## src/rtl/inc_chain_arb.sv

```systemverilog
`timescale 1ns/1ps
// inc_chain_arb: round-robin front end for two valid/ready sources feeding a
// rigid, globally stalled chain of STAGES slots that each add 1 modulo 2^W.
module inc_chain_arb #(
  parameter int W      = 3,
  parameter int STAGES = 5
) (
  input  logic         clk,
  input  logic         rstn,
  input  logic         req0_valid,
  input  logic [W-1:0] req0_data,
  output logic         req0_ready,
  input  logic         req1_valid,
  input  logic [W-1:0] req1_data,
  output logic         req1_ready,
  output logic         out_valid,
  output logic [W-1:0] out_data,
  output logic         out_id,
  input  logic         out_ready,
  output logic         busy
);

  logic [STAGES-1:0]        valid_reg, valid_next;
  logic [STAGES-1:0][W-1:0] data_reg, data_next;
  logic [STAGES-1:0]        id_reg, id_next;
  logic                     ptr_reg, ptr_next;
  logic                     advance, grant0, grant1;
  logic                     slot0_valid, slot0_id;
  logic [W-1:0]             slot0_data;

  assign out_valid = valid_reg[STAGES-1];
  assign out_data  = data_reg[STAGES-1];
  assign out_id    = id_reg[STAGES-1];
  assign busy      = |valid_reg;

  // Only a held result in the last slot stalls the chain; bubbles never do.
  assign advance    = !(out_valid && !out_ready);
  assign req0_ready = advance && (!ptr_reg || !req1_valid);
  assign req1_ready = advance && (ptr_reg || !req0_valid);
  assign grant0     = req0_valid && req0_ready;
  assign grant1     = req1_valid && req1_ready;

  // Bubbles enter with zero data/id so slot contents stay deterministic.
  always_comb begin
    slot0_valid = grant0 || grant1;
    slot0_data  = '0;
    slot0_id    = 1'b0;
    ptr_next    = ptr_reg;
    if (grant0) begin
      slot0_data = req0_data + W'(1);
      ptr_next   = 1'b1;
    end else if (grant1) begin
      slot0_data = req1_data + W'(1);
      slot0_id   = 1'b1;
      ptr_next   = 1'b0;
    end
  end

  genvar gi;
  generate
    for (gi = 0; gi < STAGES; gi++) begin : g_slot
      if (gi == 0) begin : g_head
        assign valid_next[gi] = slot0_valid;
        assign data_next[gi]  = slot0_data;
        assign id_next[gi]    = slot0_id;
      end else begin : g_body
        assign valid_next[gi] = valid_reg[gi-1];
        assign data_next[gi]  = data_reg[gi-1] + W'(1);
        assign id_next[gi]    = id_reg[gi-1];
      end
    end
  endgenerate

  always_ff @(posedge clk or negedge rstn) begin
    if (!rstn) begin
      valid_reg <= '0;
      data_reg  <= '0;
      id_reg    <= '0;
      ptr_reg   <= 1'b0;
    end else if (advance) begin
      valid_reg <= valid_next;
      data_reg  <= data_next;
      id_reg    <= id_next;
      ptr_reg   <= ptr_next;
    end
  end

endmodule

```

## config.mk

```make
export PLATFORM = sky130hd
export DESIGN_NAME = inc_chain_arb
export DESIGN_NICKNAME = d
export VERILOG_FILES = /design/src/rtl/inc_chain_arb.sv
export SDC_FILE = /design/constraint.sdc
export NUM_CORES = 1
export LEC_CHECK = 0
export BUFFER_PORTS_ARGS = -buffer_cell sky130_fd_sc_hd__buf_2
export CAP_MARGIN = 30
export CORE_ASPECT_RATIO = 0.8
export CORE_MARGIN = 2
export CORE_UTILIZATION = 41
export CTS_CLUSTER_SIZE = 14
export DETAILED_ROUTE_END_ITERATION = 10
export MAX_ROUTING_LAYER = met4
export PLACE_DENSITY = 0.65
export SLEW_MARGIN = 15
export SYNTH_ARGS = -nofsm -noshare
export SYNTH_HDL_FRONTEND = slang
export SYNTH_SLANG_ARGS = --single-unit
```

## constraint.sdc

```tcl
create_clock -name clk -period 1 [get_ports clk]
set_input_delay 0.2 -clock clk [delete_from_list [all_inputs] [get_ports clk]]
set_output_delay 0.2 -clock clk [all_outputs]
set_load 0.01 [all_outputs]
```

==> metrics.txt, run 1 <==
number of CTS-inserted buffers=3; max reg flops=12; Final Hold Vio Count=0; DRT antenna net count=0; Peak Freq=0.7678 GHz; met3 Use GR=3.766%; Seq cells post-synth=26; Top FF cell, synth=dfrtp_1; max incr delay on CP=0.41 ns; net count after synthesis=140; wire per inst=10.88 µm; Area contributors post-synth=dfrtp_1 (51%), nand2_1 (12%), ha_1 (5.9%); most frequent cell after synthesis=nand2_1; Slew @ Worst Pin=0.1723 ns; crit path cell chain=buf_4 > nand2b_4 > and2_4 > buf_6; DRC Markers=0; CP required=0.80 ns; Yosys top cell by area=dfrtp_1; register share of total power=between 30% and 40%; failing checks=setup timing; placed cell area=1453 µm²; kind of cell adding the most delay to the critical path=flip-flops; clock latency on the worst-skew pair=0.26 ns; Area growth syn-to-layout=31.50%; Post-Syn Area=1271 µm²; Post-Syn Instances=between 100 and 150; Reg area=650.6 µm²; Buf/Inv on CP=2; post-route cell area=1672 µm²; CTS tree=built; status=finished with violations; Filler cells=291; Tmin final=between 1 and 1.5 ns; initial antenna violation count=0; Antenna diodes=0; CP Class=flip-flop to output pin; standard-cell rows=18; setup TNS=-4.542 ns; Yosys cell types=26; startpoint types=flip-flop; PortBufs=18; critical path's slowest cell=dfrtp_1; largest net degree at the start of global routing=27; logic gate share of total power=48.2%; Post-synth ARST share=100.0%; Ports=19; Commonest cells post-synth=nand2_1 (39), dfrtp_1 (26), nor2_1 (7), ha_1 (6), xnor2_1 (6); GR peak layer=met2; final core occ=about 55%; mean cell area of the mapped netlist=slightly above 10 µm²; unrepaired setup endpoints after global routing=yes; max-capacitance violation count=0; met2 track demand over resource=between 20% and 30%; Clock Sinks=26; post-synth top area share=51.18%; worst-path maximum fanout=3; critical path capture point type=output pin; Pwr Density=2926 nW/µm²; drt total wl=2.165 mm; H-tree levels=1; clk root buf=clkbuf_8; VDD IR max=1.446 mV; CORE AREA=between 3000 and 4000 µm²; DR vias/cell=about 4.7; Clock Path Buffers=2; Final period util=130.2%; # setup viols final=30; layout cell share with drive strength beyond 1=40.88%; Hold WC Path Type=input pin to flip-flop; multi-input logic area=565.5 µm²; switching share of total power=33.97%; die height=53.81 µm; PnR worst setup slack=-0.3024 ns; Tot Pwr=4.892 mW; Place WS=-0.1921 ns; vias in the first global route=943; cell internal pwr=3.230 mW; Rel. slew slack=~90%; leakage=0.8211 nW; YS warnings=0; DPL Wire Length=1.567 mm; clock power share=a little over an eighth; global route total overflow=0; Initial Utilization=42.12%; Data arrival, critical path=1.10 ns; GRT Resource Usage Total=14.66%; final net count=177; Slew Limit Fails=0; Die ar.=between 3000 and 4000 µm²; Layout Skew=0.006581 ns; Psw=roughly 1.7 mW; Pre-antenna DRT Iters=4; via count=933; met1 Track Usage GR=~16%; Post-synth EDFFs=0; Die Wd=66.26 µm; initial DRC count=37; GP Congestion=just under 0.8; first-pass GRT wire length=3.864 mm; post-synthesis sequential area ratio=51.18%; Clock transition at path regs=0.08 ns
[stage by stage]
stage	std cells	hold slack, ns
floorplan	123	-0.09559
global placement	186	0.1522
detailed placement	186	0.1540
CTS	197	0.2174
global route	199	0.2114
finish	199	0.2284
[worst paths after layout]
check | startpoint | endpoint | slack (ns) | cells after the start
max | valid_reg[4] | req1_ready | -0.30 | 4
min | req1_data[0] | data_reg[0] | 0.23 | 3
max reg2reg | valid_reg[4] | id_reg[3] | -0.20 | 6
min reg2reg | id_reg[3] | id_reg[3] | 0.48 | 2
max in group asynchronous | rstn | id_reg[4] | 0.45 | 3
min in group asynchronous | rstn | out_data[1] | 0.40 | 3
[power by group through the flow]
stage / clock [mW] / combinational (mW) / sequential [mW]
finish: 0.648 / 2.36 / 1.88
global route: 0.730 / 2.63 / 1.94
CTS: 0.689 / 2.32 / 1.89
detailed placement: 0 / 1.93 / 1.90
global placement: 0 / 1.87 / 1.88
floorplan: 0 / 1.43 / 1.90
[cell type report]
| type | count | area share (%) |
|---|---|---|
| Sequential cell | 26 | 38.92 |
| Multi-Input combinational cell | 86 | 33.83 |
| Timing Repair Buffer | 41 | 20.51 |
| Clock buffer | 4 | 3.293 |
| Tap cell | 40 | 2.994 |
| Inverter | 2 | 0.4491 |
[worst reg2reg max path: stages, from the launching register on]
cell       delay, ns
dfrtp_1         0.41
buf_4           0.15
nand2b_4        0.06
buf_6           0.14
bufbuf_16       0.28
nand2_1         0.05
nand2_1         0.06
[logic make-up after synthesis]
| logic type | Yosys count | share of synthesized area (%) |
|---|---|---|
| AO/OA/AOI/OAI | 17 | 10.92 |
| XOR/XNOR | 6 | 4.134 |
| adder cells (fa/ha/maj) | 6 | 5.905 |
| buffers and inverters | 11 | 7.382 |
| flip-flops | 26 | 51.18 |
| AND/OR/NAND/NOR | 57 | 20.47 |
[routing by layer]
layer	share of wire (%)	wire, µm
met1	43	923
met2	54	1164
met3	3.6	77
met4	0	0
met5	0	0
[layout by cell type (no fill, tap or decap), types with 2 or more instances in the layout]
cell	instances
a21oi_2	4
dfrtp_1	26
inv_1	2
clkbuf_8	4
nand2_2	3
buf_2	16
nand2b_4	2
buf_4	16
o21ai_2	3
a21oi_1	2
nand2_1	36
ha_1	6
o21ai_1	3
buf_6	4
nor2_1	6
buf_12	2
xnor2_1	6
[timing repair]
action / in CTS / in global routing
endpoints found under the hold margin: 26 / 0
resized for setup: 15 / 2
buffers inserted: 5 / 3
setup endpoints to repair: 33 / 34
hold buffers: 1 / 0
pin swaps: 3 / 0
gates cloned: 1 / 0
Power figures use the tool's default switching activity.
==> inputs of run 2 (changes only) <==
--- a/config.mk
+++ b/config.mk
@@ -7,7 +7,7 @@
 export LEC_CHECK = 0
 export BUFFER_PORTS_ARGS = -buffer_cell sky130_fd_sc_hd__buf_2
 export CAP_MARGIN = 30
-export CORE_ASPECT_RATIO = 0.8
+export CORE_ASPECT_RATIO = 1.1
 export CORE_MARGIN = 2
 export CORE_UTILIZATION = 41
 export CTS_CLUSTER_SIZE = 14
@@ -18,3 +18,4 @@
 export SYNTH_ARGS = -nofsm -noshare
 export SYNTH_HDL_FRONTEND = slang
 export SYNTH_SLANG_ARGS = --single-unit
+export TNS_END_PERCENT = 5
==> metrics.txt, run 2 (synthesis gave the netlist of run 1 again) <==
Pwr Density=2976 nW/µm²; initial antenna violation count=0; via count=roughly 940; setup TNS=-6.151 ns; CP required=0.80 ns; failing checks=setup timing; worst-path maximum fanout=4; fin cells=188; Data arrival, critical path=1.25 ns; PnR worst setup slack=-0.4547 ns; leakage=0.7798 nW; layout cell share with drive strength beyond 1=39.61%; commonest non-fill, non-tap cell in the layout=nand2_1; drt total wl=2.285 mm; Filler cells=254; Slew Limit Fails=0; Metal-1 WL=1.018 mm; placed cell count=178; status=finished with violations; CP endpoint=req0_ready; critical path capture point type=output pin; Die Wd=approximately 57 µm; H-tree levels=1; VDD IR max=1.536 mV; Worst R2R Path Depth=5; Clock transition at path regs=0.14 ns; Clock Path Buffers=2; final core occ=a little over half; CP startpoint=valid_reg[4]; standard-cell rows=21; CP Class=flip-flop to output pin; unrepaired setup endpoints after global routing=yes; die height=62.40 µm; number of CTS-inserted buffers=3; WL met3=slightly above 80 µm; CTS tree=built; clk root buf=clkbuf_4; DR vias/cell=roughly 5; Rel. slew slack=87.04%; max reg flops=12; CORE AREA=about 3000 µm²; r2r endpoint=out_data[2]; largest net degree at the start of global routing=27; Pre-antenna DRT Iters=4; startpoint types=flip-flop; R2R Setup Slk=-0.23 ns; DPL Wire Length=approximately 1.6 mm; Tmin final=roughly 1.5 ns; uppermost layer routed=met4; # setup viols final=34; Clock Sinks=26; GRT Resource Usage Total=14.98%; first-pass GRT wire length=4.077 mm; Peak Freq=0.6874 GHz; Area growth syn-to-layout=28.05%; Die ar.=3562 µm²; global route total overflow=0; max-capacitance violation count=0; Initial Utilization=42.44%; initial DRC count=25; Final Hold Vio Count=0; DRT antenna net count=0; GP Congestion=0.7877; Slew @ Worst Pin=around 0.19 ns; vias in the first global route=~900; PortBufs=18; RR Startpoint=valid_reg[4]; most frequent cells in the layout=nand2_1 (39), dfrtp_1 (26), buf_2 (16); Hold WC Path Type=input pin to flip-flop; WL met2=about 1.1 mm; wire per inst=12.15 µm; Layout Skew=0.008481 ns; clock latency on the worst-skew pair=between 0.3 and 0.4 ns; Ports=19; Antenna diodes=0; DRC Markers=0; final net count=172; Final period util=145.5%
[run 2: cell count changes in the layout (fill, tap and decap cells not counted), sizes merged]
cell,change
bufbuf,-1
clkbuf,-1
buf,-4
bufinv,+1
[run 2: worst max-delay path, stage by stage (launching register included)]
cell and delay, ns:
dfrtp_1 0.44, and2b_2 0.24, a21oi_4 0.13, buf_6 0.12
[run 2: worst min-delay path by stage]
stage,start,to,slack (ns),depth (start not counted)
floorplan,rstn,data_reg[0],-0.1,0
global placement,rstn,out_data[2],0.15,2
detailed placement,rstn,out_data[2],0.16,2
CTS,req1_data[0],data_reg[0],0.14,3
global route,req1_data[0],data_reg[0],0.17,3
finish,req1_data[0],data_reg[0],0.15,3
[run 2: metrics by stage]
| step | worst slack (ns) | power (mW) | hold WS [ns] | cell area (µm²) |
|---|---|---|---|---|
| CTS | -0.4668 | 4.732 | 0.1402 | 1567 |
| global placement | -0.1128 | 3.743 | 0.1528 | 1448 |
| finish | -0.4547 | 4.845 | 0.1510 | 1628 |
| global route | -0.5000 | 5.240 | 0.1670 | 1628 |
| floorplan | -0.1059 | 3.290 | -0.09559 | 1277 |
| detailed placement | -0.1403 | 3.838 | 0.1566 | 1448 |
[run 2: power by group]
group / internal, mW / total (mW) / switching [mW]
Clock: 0.406 / 0.720 / 0.315
Sequential: 1.56 / 1.87 / 0.312
Combinational: 1.18 / 2.25 / 1.07
[run 2: layer usage]
metal  track usage, %  vias up
li1                 -      463
met1            18.94      449
met2            23.85       20
met3            2.484        5
met4            6.105        0
met5                -        -
[run 2: cell type report]
| type | instances | area, µm² | share of cell area, % |
|---|---|---|---|
| sequential | 26 | 650.6 | 39.97 |
| tap | 34 | 42.54 | 2.613 |
| multi-input combinational | 86 | 569.3 | 34.97 |
| inverter | 2 | 7.507 | 0.4612 |
| timing repair buffer | 36 | 305.3 | 18.75 |
| clock buffer | 3 | 22.52 | 1.384 |
| clock inverter | 1 | 30.03 | 1.845 |
[run 2: repair_timing]
action | CTS | global route
endpoints found under the hold margin | 26 | 0
hold buffers | 1 | 0
buffers inserted | 3 | 2
pin swaps | 2 | 1
cloned | 0 | 0
endpoints found under the setup margin | 31 | 34
gates resized for setup | 9 | 12
